--- src/rtl/fp_pkg.sv ---
// Shared fp16 definitions for the unpacker front end and its optional
// class decoder: field positions, unpacker states and class codes.
package fp_pkg;

    localparam int unsigned FP16_W        = 16;
    localparam int unsigned FP16_SIGN_BIT = 15;
    localparam int unsigned FP16_EXP_MSB  = 14;
    localparam int unsigned FP16_EXP_LSB  = 10;
    localparam int unsigned FP16_EXP_W    = 5;
    localparam int unsigned FP16_MANT_MSB = 9;
    localparam int unsigned FP16_MANT_LSB = 0;
    localparam int unsigned FP16_MANT_W   = 10;

    // Which half of the held word is being presented downstream.
    typedef enum logic [1:0] {
        EMPTY  = 2'd0,
        FIRST  = 2'd1,
        SECOND = 2'd2
    } unpack_state_e;

    typedef enum logic [2:0] {
        CLASS_ZERO      = 3'd0,
        CLASS_SUBNORMAL = 3'd1,
        CLASS_NORMAL    = 3'd2,
        CLASS_INF       = 3'd3,
        CLASS_NAN       = 3'd4
    } fp16_class_e;

    function automatic logic [FP16_EXP_W-1:0] fp16_exp(input logic [FP16_W-1:0] v);
        return v[FP16_EXP_MSB:FP16_EXP_LSB];
    endfunction

    function automatic logic [FP16_MANT_W-1:0] fp16_mant(input logic [FP16_W-1:0] v);
        return v[FP16_MANT_MSB:FP16_MANT_LSB];
    endfunction

endpackage

--- src/rtl/fp16_classify.sv ---
// Combinational fp16 class decode (zero/subnormal/normal/inf/NaN).
// Output forced to zero-class code when the operand is not valid.
module fp16_classify
    import fp_pkg::*;
(
    input  logic        valid_i,
    input  logic [15:0] fp16_i,
    output logic [2:0]  class_o
);

    logic [FP16_EXP_W-1:0]  exp_f;
    logic [FP16_MANT_W-1:0] mant_f;

    assign exp_f  = fp16_exp(fp16_i);
    assign mant_f = fp16_mant(fp16_i);

    // Decode exponent/mantissa extremes into a class code.
    always_comb begin
        class_o = CLASS_ZERO;
        if (valid_i) begin
            if (exp_f == '0) begin
                class_o = (mant_f == '0) ? CLASS_ZERO : CLASS_SUBNORMAL;
            end else if (exp_f == '1) begin
                class_o = (mant_f == '0) ? CLASS_INF : CLASS_NAN;
            end else begin
                class_o = CLASS_NORMAL;
            end
        end
    end

endmodule

--- src/rtl/fp16_unpacker.sv ---
// Splits 32-bit words holding two packed fp16 values into a registered
// one-value-per-cycle valid/ready stream. A new word can be taken on the
// final beat of the current one, so there are no bubbles between words.
// Optional feature macro: FP16_CLASSIFY_EN adds out_class[2:0].
module fp16_unpacker
    import fp_pkg::*;
#(
    parameter bit LOW_FIRST = 1'b1
) (
    input  logic        clk,
    input  logic        rst,
    input  logic        in_valid,
    output logic        in_ready,
    input  logic [31:0] in_data,
    input  logic        in_single,
    input  logic        in_last,
    output logic        out_valid,
    input  logic        out_ready,
    output logic [15:0] out_fp16,
    output logic        out_last,
`ifdef FP16_CLASSIFY_EN
    output logic [2:0]  out_class,
`endif
    output logic [15:0] half_cnt
);

    unpack_state_e state_q;
    logic [31:0]   word_q;
    logic          single_q;
    logic          last_q;
    logic [15:0]   half_cnt_q;
    logic [15:0]   half_cnt_d;

    logic [15:0]   first_half;
    logic [15:0]   second_half;
    logic          final_beat;
    logic          out_hs;
    logic          accept;

    assign first_half  = LOW_FIRST ? word_q[15:0]  : word_q[31:16];
    assign second_half = LOW_FIRST ? word_q[31:16] : word_q[15:0];

    assign final_beat = (state_q == SECOND) || ((state_q == FIRST) && single_q);
    assign out_valid  = (state_q != EMPTY);
    assign out_hs     = out_valid && out_ready;
    assign in_ready   = (state_q == EMPTY) || (final_beat && out_ready);
    assign accept     = in_valid && in_ready;

    assign out_fp16   = (state_q == SECOND) ? second_half : first_half;
    assign out_last   = last_q && final_beat;
    assign half_cnt_d = half_cnt_q + 16'd1;
    assign half_cnt   = half_cnt_q;

    // Word capture, half sequencing and emitted-value counting.
    always_ff @(posedge clk or posedge rst) begin
        if (rst) begin
            state_q    <= EMPTY;
            word_q     <= '0;
            single_q   <= 1'b0;
            last_q     <= 1'b0;
            half_cnt_q <= '0;
        end else begin
            if (out_hs) begin
                half_cnt_q <= half_cnt_d;
            end
            // Accept can only happen when empty or on a final-beat handshake,
            // so it always starts a fresh word.
            if (accept) begin
                word_q   <= in_data;
                single_q <= in_single;
                last_q   <= in_last;
                state_q  <= FIRST;
            end else if (out_hs) begin
                state_q <= final_beat ? EMPTY : SECOND;
            end
        end
    end

`ifdef FP16_CLASSIFY_EN
    fp16_classify u_classify (
        .valid_i (out_valid),
        .fp16_i  (out_fp16),
        .class_o (out_class)
    );
`endif

endmodule

--- config.mk ---
export PLATFORM = sky130hd
export DESIGN_NAME = fp16_unpacker
export DESIGN_NICKNAME = d
export VERILOG_FILES = /design/src/rtl/fp_pkg.sv /design/src/rtl/fp16_classify.sv /design/src/rtl/fp16_unpacker.sv
export SDC_FILE = /design/constraint.sdc
export NUM_CORES = 1
export LEC_CHECK = 0
export ABC_CLOCK_PERIOD_IN_PS = 1900
export BUFFER_PORTS_ARGS = -buffer_cell sky130_fd_sc_hd__buf_2
export CAP_MARGIN = 20
export CORE_MARGIN = 2
export CORE_UTILIZATION = 50
export CTS_CLUSTER_SIZE = 25
export DETAILED_ROUTE_END_ITERATION = 16
export PLACE_DENSITY = 0.78
export SETUP_SLACK_MARGIN = 0.05
export SLEW_MARGIN = 20
export SYNTH_ARGS = -nofsm -noshare
export SYNTH_HDL_FRONTEND = slang
export SYNTH_SLANG_ARGS = --single-unit
--- constraint.sdc ---
create_clock -name clk -period 1.9 [get_ports clk]
set_input_delay 0.285 -clock clk [delete_from_list [all_inputs] [get_ports clk]]
set_output_delay 0.285 -clock clk [all_outputs]
set_load 0.02 [all_outputs]
==> metrics.yaml, run 1 <==
status:
  status: "finished clean"
power:
  seqPwrFrac: 0.336
  p_int_uw: 3720
  p_total_uw: 5680
  switching_share: 0.345
  p_comb_frac: 0.551
  netSwitchingPower_uw: 1960
  pwr-share-clk: 0.113
  p_leak_uw: 0.00167
  ir_drop_mv: 1.13
  p_per_area_nw_per_um2: 1720
yosys:
  syn_nets: 207
  ys.flop_type: "dfrtp_1"
  synth_cell_types: 30
  synth_warnings: 0
  async_reset_ff_frac: 1.00
  syn_avg_cell_area_sq_um: 14.6
  synth_area_sq_um: 2450
  ys_seq_area_frac: 0.530
  synth_edf_count: 0
  syn-instance-count: 168
  ys_ff_latch: 52
timing:
  rsz0062_at_grt: "true"
  setup_tns_ps: 0
  clock_skew_ps: 5.12
  finalMaxSlewViolations: 0
  fin_crit_sh: 0.983
  setup_viol_count_final: 0
  worstMarginPinSlew_ps: 444
  fin_crit_ps: 1870
  max_freq_ghz: 0.535
  relSlewSlack: 0.701
  holdWs_ps: 184
  hold_viol_final: 0
critical_path:
  cpMostUsedCell: "buf_6"
  critPathArrivalTime_ps: 1580
  required_ps: 1620
  crit_chain: "nor2b_4 > buf_6 > buf_12 > mux2_4 > buf_6"
  critPathKind: "register to output port"
  cp_max_fo: 5
  crit_path_start_kind: "register"
  critical-path-slowest-cell: "dfrtp_2"
  cpPeakStageDelay_ps: 440
  cp-end-kind: "output port"
placed_design:
  place_inst: 306
  place.gp.congestion: 0.816
  dpl.hpwl_mm: 3.33
  dpl_cell_area_sq_um: 2930
  place.port_buffers: 72
layout:
  final_cell_count_no_fill: 322
  final_cell_area_sq_um: 3300
  drive_above_1_share: 0.580
  final_nets: 293
  antenna_cells: 0
  syn_to_final_growth_pct: 34.6
drt:
  wl_per_cell_um: 15.6
  dr.pass1.iters: 4
  drt-initial-drc-count: 69
  drt-total-wl_mm: 5.03
  vias_per_cell: 5.00
  dr_total_vias: 1611
  drc: 0
  ant_nets: 0
floorplanning:
  num_io_pins: 73
  die_x_um: 74.1
  start_util: 0.520
  core-area_sq_um: 4720
  die_y_um: 74.1
  num_rows: 25
  die-area_sq_um: 5490
global_routing:
  grt_usage: 0.206
  overflow: 0
  grt_max_degree: 34
  antenna_found_initial: 0
  grt_pass1_wl_mm: 8.42
  first_global_vias: 1736
job:
  cap_violations: 0
cts:
  cts.clk_slew.worst_paths_ps: 90
  cts-root-buf: "clkbuf_8"
  h-tree-depth: 2
  clkLatencyLatePin_ps: 300
  cts_buffers: 5
  cts_tree: "done"
  cts.sinks: 52
  clockBufferDepth: 2
hold_path:
  hold_class: "input port to register"
==> worst max-delay path, delay by kind of cell (launching register included) <==
family | cells | cell delay (ps)
buffers and inverters | 3 | 380
flip-flops | 1 | 440
multiplexers | 1 | 310
AND/OR/NAND/NOR | 1 | 140
==> cells by family after synthesis <==
group,Yosys count,share of synthesized area
flip-flops,52,0.530
multiplexers,50,0.274
AND/OR/NAND/NOR,32,0.0866
XOR/XNOR,15,0.0535
buffers and inverters,11,0.0316
AO/OA/AOI/OAI,7,0.0194
adder cells (fa/ha/maj),1,0.00510
==> per-stage QoR <==
stage / worst slack, ps / utilization
2_1_floorplan: 241 / -
3_3_place_gp: 234 / 0.620
3_5_place_dp: 183 / 0.620
4_1_cts: 36.6 / 0.697
5_1_grt: -23.0 / 0.700
6_report: 31.9 / 0.700
==> cell type report <==
cell class / instances / area [sq um]
clock buffers: 8 / 90.1
inverters: 6 / 22.5
well taps: 67 / 83.8
flip-flops and latches: 52 / 1300
fillers: 322 / 1420
repair buffers: 84 / 657
multi-input cells: 105 / 1150
==> cells in the final DEF (no fill, tap or decap), types with 2 or more instances in the layout <==
cell and n:
nand4_1 4, buf_6 19, mux2_1 5, buf_4 3, xor2_1 5, nand2_1 7, clkbuf_8 6, a21oi_1 2
dfrtp_2 2, nor4_2 2, inv_1 5, buf_16 2, nor3_1 2, xnor2_1 10, nor2_1 3, nand3_1 3
mux2_4 45, buf_12 4, clkbuf_1 2, dfrtp_1 50, nor2b_1 2, buf_2 55
==> timing repair <==
action / CTS / global route
cloned: 2 / 0
setup endpoints to repair: 16 / 17
buffers inserted: 5 / 0
hold buffers: 1 / 0
resized for setup: 55 / 3
hold endpoints to repair: 19 / 0
pin swaps: 0 / 0
==> routing by layer <==
metal | share of wire | vias to the layer above | track usage
met2 | 0.48 | 57 | 0.342
met1 | 0.43 | 785 | 0.254
met4 | 0.029 | 0 | 0.0889
met3 | 0.054 | 14 | 0.0569
li1 | - | 755 | -
met5 | 0 | - | 0
==> registers in the layout (all words and copies together) (netlist names) <==
signal	count
single_q	1
half_cnt	16
state_q	2
word_q	32
last_q	1
==> power by group through the flow <==
stage	Sequential, uW	Combinational, uW	Clock (uW)
after global placement	1900	2220	0
after CTS	1890	3130	661
final	1910	3130	642
after floorplan	1890	1650	0
after detailed placement	1910	2260	0
after global routing	1970	3310	712
==> worst paths after layout <==
| kind | depth (start not counted) | slack, ps | startpoint | endpoint |
|---|---|---|---|---|
| setup / recovery | 5 | 30 | state_q[0]$_DFFE_PP0P_ | out_fp16[15] |
| hold / removal | 2 | 180 | in_data[26] | word_q[26]$_DFFE_PP0P_ |
| setup reg to reg | 6 | 190 | state_q[0]$_DFFE_PP0P_ | word_q[18]$_DFFE_PP0P_ |
| hold reg to reg | 1 | 480 | half_cnt[15]$_DFFE_PP0P_ | half_cnt[15]$_DFFE_PP0P_ |
| max in group asynchronous | 4 | 850 | rst | word_q[6]$_DFFE_PP0P_ |
| min in group asynchronous | 3 | 530 | rst | half_cnt[14]$_DFFE_PP0P_ |
==> synthesized netlist by cell type (all sizes together), types with 3 or more instances <==
| cell type | number | area share |
|---|---|---|
| dfrtp | 52 | 0.53 |
| mux2 | 50 | 0.27 |
| xnor2 | 10 | 0.036 |
| nand2 | 8 | 0.015 |
| inv | 6 | 0.0092 |
| buf | 5 | 0.022 |
| nand4 | 5 | 0.019 |
| xor2 | 5 | 0.018 |
| a21oi | 3 | 0.0061 |
| nand3 | 3 | 0.0061 |
| nor2 | 3 | 0.0046 |
| nor2b | 3 | 0.0076 |
Power figures use the tool's default switching activity.
==> inputs of run 2 (changes only) <==
--- a/config.mk
+++ b/config.mk
@@ -11,4 +11,5 @@
 export CORE_MARGIN = 2
 export CORE_UTILIZATION = 50
+export CTS_CLUSTER_DIAMETER = 50
 export CTS_CLUSTER_SIZE = 25
 export DETAILED_ROUTE_END_ITERATION = 16
==> constraint.sdc (replaced) <==
create_clock -name clk -period 1.9 [get_ports clk]
set_input_delay 0.19 -clock clk [delete_from_list [all_inputs] [get_ports clk]]
set_output_delay 0.19 -clock clk [all_outputs]
set_load 0.02 [all_outputs]
==> run 2 against run 1 <==
Against the previous run: hold slack got worse by 89 ps; maximum frequency increased by 6.1%; first-iteration DRC count decreased by 20%; sequential power about the same; wire length decreased by 9.9%; largest power group unchanged; total power decreased by 12%; register-to-register slack got worse by 30 ps.
==> metrics.yaml, run 2 (synthesis results as in run 1) <==
status:
  status: "finished clean"
hold_path:
  hold_class: "input port to register"
  min_from: "in_data[26]"
  min_to: "word_q[26]$_DFFE_PP0P_"
  hold_depth: 2  # unchanged
critical_path:
  startpoint: "state_q[1]$_DFFE_PP0P_"
  critPathArrivalTime_ps: 1570  # about the same
  cp_max_fo: 15  # +10
  regToRegStartpoint: "state_q[0]$_DFFE_PP0P_"
  crit_path_start_kind: "register"
  cpPeakStageDelay_ps: 410  # -30 ps
  required_ps: 1710  # +90 ps
  cp-end-kind: "output port"
  crit_chain: "nor2b_4 > buf_12 > mux2_1 > buf_2"
  crit_family: "flip-flops"
  r2r_slack_ps: 160  # -30 ps
  critPathKind: "register to output port"
  critical-path-slowest-cell: "dfrtp_2"
  r2r-end: "word_q[5]$_DFFE_PP0P_"
  reg2reg_depth: 6  # unchanged
  crit_buf_inv: 2  # -1
layout:
  final_cell_mix: "72 x buf_2, 50 x dfrtp_1, 29 x mux2_4"
  syn_to_final_growth_pct: 25.8
  drive_above_1_share: 0.520  # -0.0606
  largest_register_ffs: 32  # unchanged
  final_common_cell: "buf_2"
  final_nets: 290  # -1.0%
  final_util: 0.654  # -0.0458
  antenna_cells: 0  # unchanged
  top_register: "word_q"
placed_design:
  dpl.hpwl_mm: 3.42  # +2.6%
  place.port_buffers: 72  # unchanged
  place_ws_ps: 195  # +12.1 ps
  place.gp.congestion: 0.791  # -3.1%
timing:
  hold_viol_final: 0  # unchanged
  worstMarginPinSlew_ps: 471  # +26.9 ps
  finalMaxSlewViolations: 0  # unchanged
  setup_viol_count_final: 0  # unchanged
  max_freq_ghz: 0.568  # +6.1%
  fin_crit_ps: 1760  # -108 ps
  relSlewSlack: 0.685  # -0.0159
  clock_skew_ps: 4.25  # -0.876 ps
  setup_slack_ps: 140  # +108 ps
  setup_tns_ps: 0  # unchanged
  fin_crit_sh: 0.926  # -0.0568
  rsz0062_at_grt: "false"
power:
  p_per_area_nw_per_um2: 1620  # -6.0%
  ir_drop_mv: 0.824  # -27%
  p_total_uw: 4990  # -12%
  p_leak_uw: 0.00156  # -6.5%
floorplanning:
  die_x_um: 74.1  # unchanged
  die_y_um: 74.1  # unchanged
  num_rows: 25  # unchanged
  core-area_sq_um: 4720  # unchanged
  num_io_pins: 73  # unchanged
  start_util: 0.520  # unchanged
  die-area_sq_um: 5490  # unchanged
drt:
  wl_per_cell_um: 14.2  # -9.0%
  ant_nets: 0  # unchanged
  dr.pass1.iters: 3  # -1
  vias_per_cell: 4.92  # -1.6%
  dr_total_vias: 1570  # -2.5%
  drt-initial-drc-count: 55  # -20%
  drt-total-wl_mm: 4.53  # -9.9%
  drc: 0  # unchanged
cts:
  cts.clk_slew.worst_paths_ps: 80  # about the same
  clkLatencyLatePin_ps: 300  # about the same
  h-tree-depth: 2  # unchanged
  cts.sinks: 52  # unchanged
  cts_buffers: 5  # unchanged
  clockBufferDepth: 2  # unchanged
  cts_tree: "done"
  cts-root-buf: "clkbuf_8"
global_routing:
  overflow: 0  # unchanged
  first_global_vias: 1502  # -13%
  grt_usage: 0.181  # -0.0259
  grt_max_degree: 33  # -2.9%
  grt_pass1_wl_mm: 7.31  # -13%
  antenna_found_initial: 0  # unchanged
job:
  cap_violations: 0  # unchanged
## run 2: layer usage
layer / GRT usage / share of wire
met1: 0.238 / 0.44
met2: 0.276 / 0.47
met3: 0.0515 / 0.061
met4: 0.0869 / 0.026
met5: 0 / 0
## run 2: layout make-up
type                            instances  area (sq um)
Clock buffer                            7          96.3
Clock inverter                          1          30.0
Fill cell                             360          1640
Inverter                                6          22.5
Multi-Input combinational cell        105          1080
Sequential cell                        52          1300
Tap cell                               67          83.8
Timing Repair Buffer                   81           468
## run 2: worst max path at each step
stage,endpoint,slack [ps],cells past startpoint
floorplan,out_fp16[10],340,4
global placement,word_q[21]$_DFFE_PP0P_,260,5
detailed placement,word_q[5]$_DFFE_PP0P_,190,5
CTS,out_fp16[1],70,4
global route,out_fp16[1],60,4
finish,out_fp16[1],140,4
## run 2: what timing repair did
item,4_1_cts,5_1_grt
gates resized for setup,3,0
hold endpoints to repair,20,0
setup buffers,0,4
hold buffers,1,0
endpoints found under the setup margin,15,15
## run 2: per-stage QoR
stage          std cells  cell area [sq um]  hold slack, ps
5_1_grt              319               3090            82.7
3_5_place_dp         306               2910             238
4_1_cts              315               3060            83.1
2_1_floorplan        168               2450             271
6_report             319               3090            94.8
3_3_place_gp         306               2910             233
## run 2: power breakdown
group / internal [uW] / switching, uW
Clock: 464 / 339
Combinational: 1200 / 1080
Sequential: 1560 / 339
Total: 3230 / 1760
==> inputs of run 3 (changes only) <==
- CORE_MARGIN: 2 -> 4
- CTS_CLUSTER_SIZE: 25 -> default
==> run 3 against run 2 <==
Against the previous run: global-route usage decreased by 1.4 points; via count decreased by 0.96%; sequential share of layout area increased by 0.34 points; first-iteration DRC count increased by 22%; cell area decreased by 0.81%; clock-buffer cell count decreased by 2; utilization decreased by 0.96 points; wire length increased by 2.3%; sequential power about the same; combinational power about the same; largest power group unchanged; hold slack improved by 2.0 ps; register-to-register slack improved by 50 ps.
==> metrics.yaml, run 3 (synthesis results as in run 1) <==
job:
  cap_violations: 0  # unchanged
global_routing:
  grt_use_met2: 0.264  # -0.0121
  grt_usage: 0.166  # -0.0141
  top_usage_layer: "met2"
  use_met1: 0.224  # -0.0141
  antenna_found_initial: 0  # unchanged
  grt_max_degree: 27  # -18%
  met3_usage: 0.0378  # -0.0136
  grt_pass1_wl_mm: 8.05  # +10%
  first_global_vias: 1716  # +14%
  overflow: 0  # unchanged
status:
  status: "finished clean"
critical_path:
  critPathArrivalTime_ps: 1600  # +30 ps
  reg2reg_depth: 6  # unchanged
  startpoint: "state_q[0]$_DFFE_PP0P_"
  cpPeakStageDelay_ps: 440  # +30 ps
  critical-path-slowest-cell: "dfrtp_2"
  cp_max_fo: 5  # -10
  required_ps: 1710  # about the same
  crit_buf_inv: 2  # unchanged
  cp-end-kind: "output port"
  critPathKind: "register to output port"
  regToRegStartpoint: "state_q[1]$_DFFE_PP0P_"
  crit_family: "flip-flops"
  crit_chain: "nor2b_4 > clkbuf_4 > mux2_1 > buf_2"
  r2r_slack_ps: 210  # +50 ps
  r2r-end: "word_q[25]$_DFFE_PP0P_"
  crit_path_end: "out_fp16[7]"
  crit_path_start_kind: "register"
  crit_cells: 4  # unchanged
layout:
  final_nets: 291  # +0.34%
  ff_latch_area_sq_um: 1300  # unchanged
  drive_above_1_share: 0.522  # +0.00190
  multi_input_area_sq_um: 1080  # unchanged
  antenna_cells: 0  # unchanged
  syn_to_final_growth_pct: 24.8
  final_util: 0.644  # -0.00956
  fillers: 366  # +1.7%
  final_cell_mix: "72 x buf_2, 50 x dfrtp_1, 29 x mux2_4"
  largest_register_ffs: 32  # unchanged
  final_common_cell: "buf_2"
  top_register: "word_q"
timing:
  hold_viol_final: 0  # unchanged
  finalMaxSlewViolations: 0  # unchanged
  worstMarginPinSlew_ps: 540  # +69.1 ps
  fin_crit_ps: 1790  # +29.0 ps
  setup_viol_count_final: 0  # unchanged
  max_freq_ghz: 0.559  # -1.6%
  rsz0062_at_grt: "false"
  fin_crit_sh: 0.942  # +0.0153
  relSlewSlack: 0.639  # -0.0461
  clock_skew_ps: 5.97  # +1.72 ps
  setup_tns_ps: 0  # unchanged
drt:
  dr_total_vias: 1555  # -0.96%
  ant_nets: 0  # unchanged
  drt-initial-drc-count: 67  # +22%
  dr.pass1.iters: 4  # +1
  wl_per_cell_um: 14.5  # +1.9%
  vias_per_cell: 4.86  # -1.3%
  drt-total-wl_mm: 4.64  # +2.3%
  drc: 0  # unchanged
floorplanning:
  num_rows: 25  # unchanged
  die-area_sq_um: 6090  # +11%
  start_util: 0.516  # -0.00342
  core-area_sq_um: 4750  # +0.66%
  die_x_um: 78.1  # +5.4%
  num_io_pins: 73  # unchanged
  die_y_um: 78.1  # +5.4%
hold_path:
  hold_class: "input port to register"
placed_design:
  place.gp.congestion: 0.777  # -1.8%
  dpl.hpwl_mm: 3.40  # -0.46%
  place.port_buffers: 72  # unchanged
cts:
  cts_tree: "done"
  cts-root-buf: "clkbuf_8"
  h-tree-depth: 2  # unchanged
  cts.clk_slew.worst_paths_ps: 100  # +20 ps
  cts.sinks: 52  # unchanged
  cts_buffers: 5  # unchanged
  clockBufferDepth: 2  # unchanged
  clkLatencyLatePin_ps: 290  # about the same
power:
  p_leak_uw: 0.00155  # -0.77%
  p_total_uw: 4920  # -1.5%
  ir_drop_mv: 0.870  # +5.5%
  p_per_area_nw_per_um2: 1600  # -0.69%
-- run 3: cell types whose count changed in the layout (fill, tap and decap cells not counted), sizes merged --
cell      before  now
clkinvlp       0    1
clkbuf         7    6
clkinv         0    1
-- run 3: worst min-delay path by stage --
stage                     start  cells past startpoint  slack [ps]                        to
finish              in_data[26]                      2         100    word_q[26]$_DFFE_PP0P_
global route        in_data[29]                      2         100    word_q[29]$_DFFE_PP0P_
CTS                 in_data[27]                      2          90    word_q[27]$_DFFE_PP0P_
detailed placement          rst                      2         270     word_q[2]$_DFFE_PP0P_
global placement            rst                      2         260  half_cnt[13]$_DFFE_PP0P_
floorplan             out_ready                      1         270    state_q[0]$_DFFE_PP0P_
-- run 3: area by class of cell --
class,count,area share
Clock buffer,5,0.0225
Clock inverter,3,0.0139
Inverter,6,0.00735
Multi-Input combinational cell,105,0.354
Sequential cell,52,0.426
Tap cell,67,0.0274
Timing Repair Buffer,82,0.150
-- run 3: what timing repair did --
| item | 4_1_cts | 5_1_grt |
|---|---|---|
| hold buffers | 1 | 0 |
| setup endpoints to repair | 12 | 15 |
| setup buffers | 0 | 2 |
| hold endpoints to repair | 24 | 0 |
| gates resized for setup | 2 | 4 |
| gates cloned | 0 | 1 |
-- run 3: power by group --
group	switching [uW]	internal, uW	total [uW]
combinational	1100	1190	2290
clock	355	390	745
sequential	314	1560	1870
-- run 3: metal layers --
layer / share of wire / wire [um] / vias to the layer above
met3: 0.052 / 241 / 7
met5: 0 / 0 / -
li1: - / - / 754
met2: 0.46 / 2140 / 50
met4: 0.016 / 75 / 0
met1: 0.47 / 2180 / 744
-- run 3: metrics by stage --
| stage | worst slack (ps) | instance area, sq um | hold WS [ps] | std cells |
|---|---|---|---|---|
| finish | 111 | 3060 | 96.8 | 320 |
| global route | 49.5 | 3060 | 98.0 | 320 |
| CTS | 70.1 | 3030 | 93.2 | 317 |
| detailed placement | 252 | 2900 | 268 | 308 |
| floorplan | 336 | 2450 | 271 | 168 |
| global placement | 310 | 2900 | 265 | 308 |
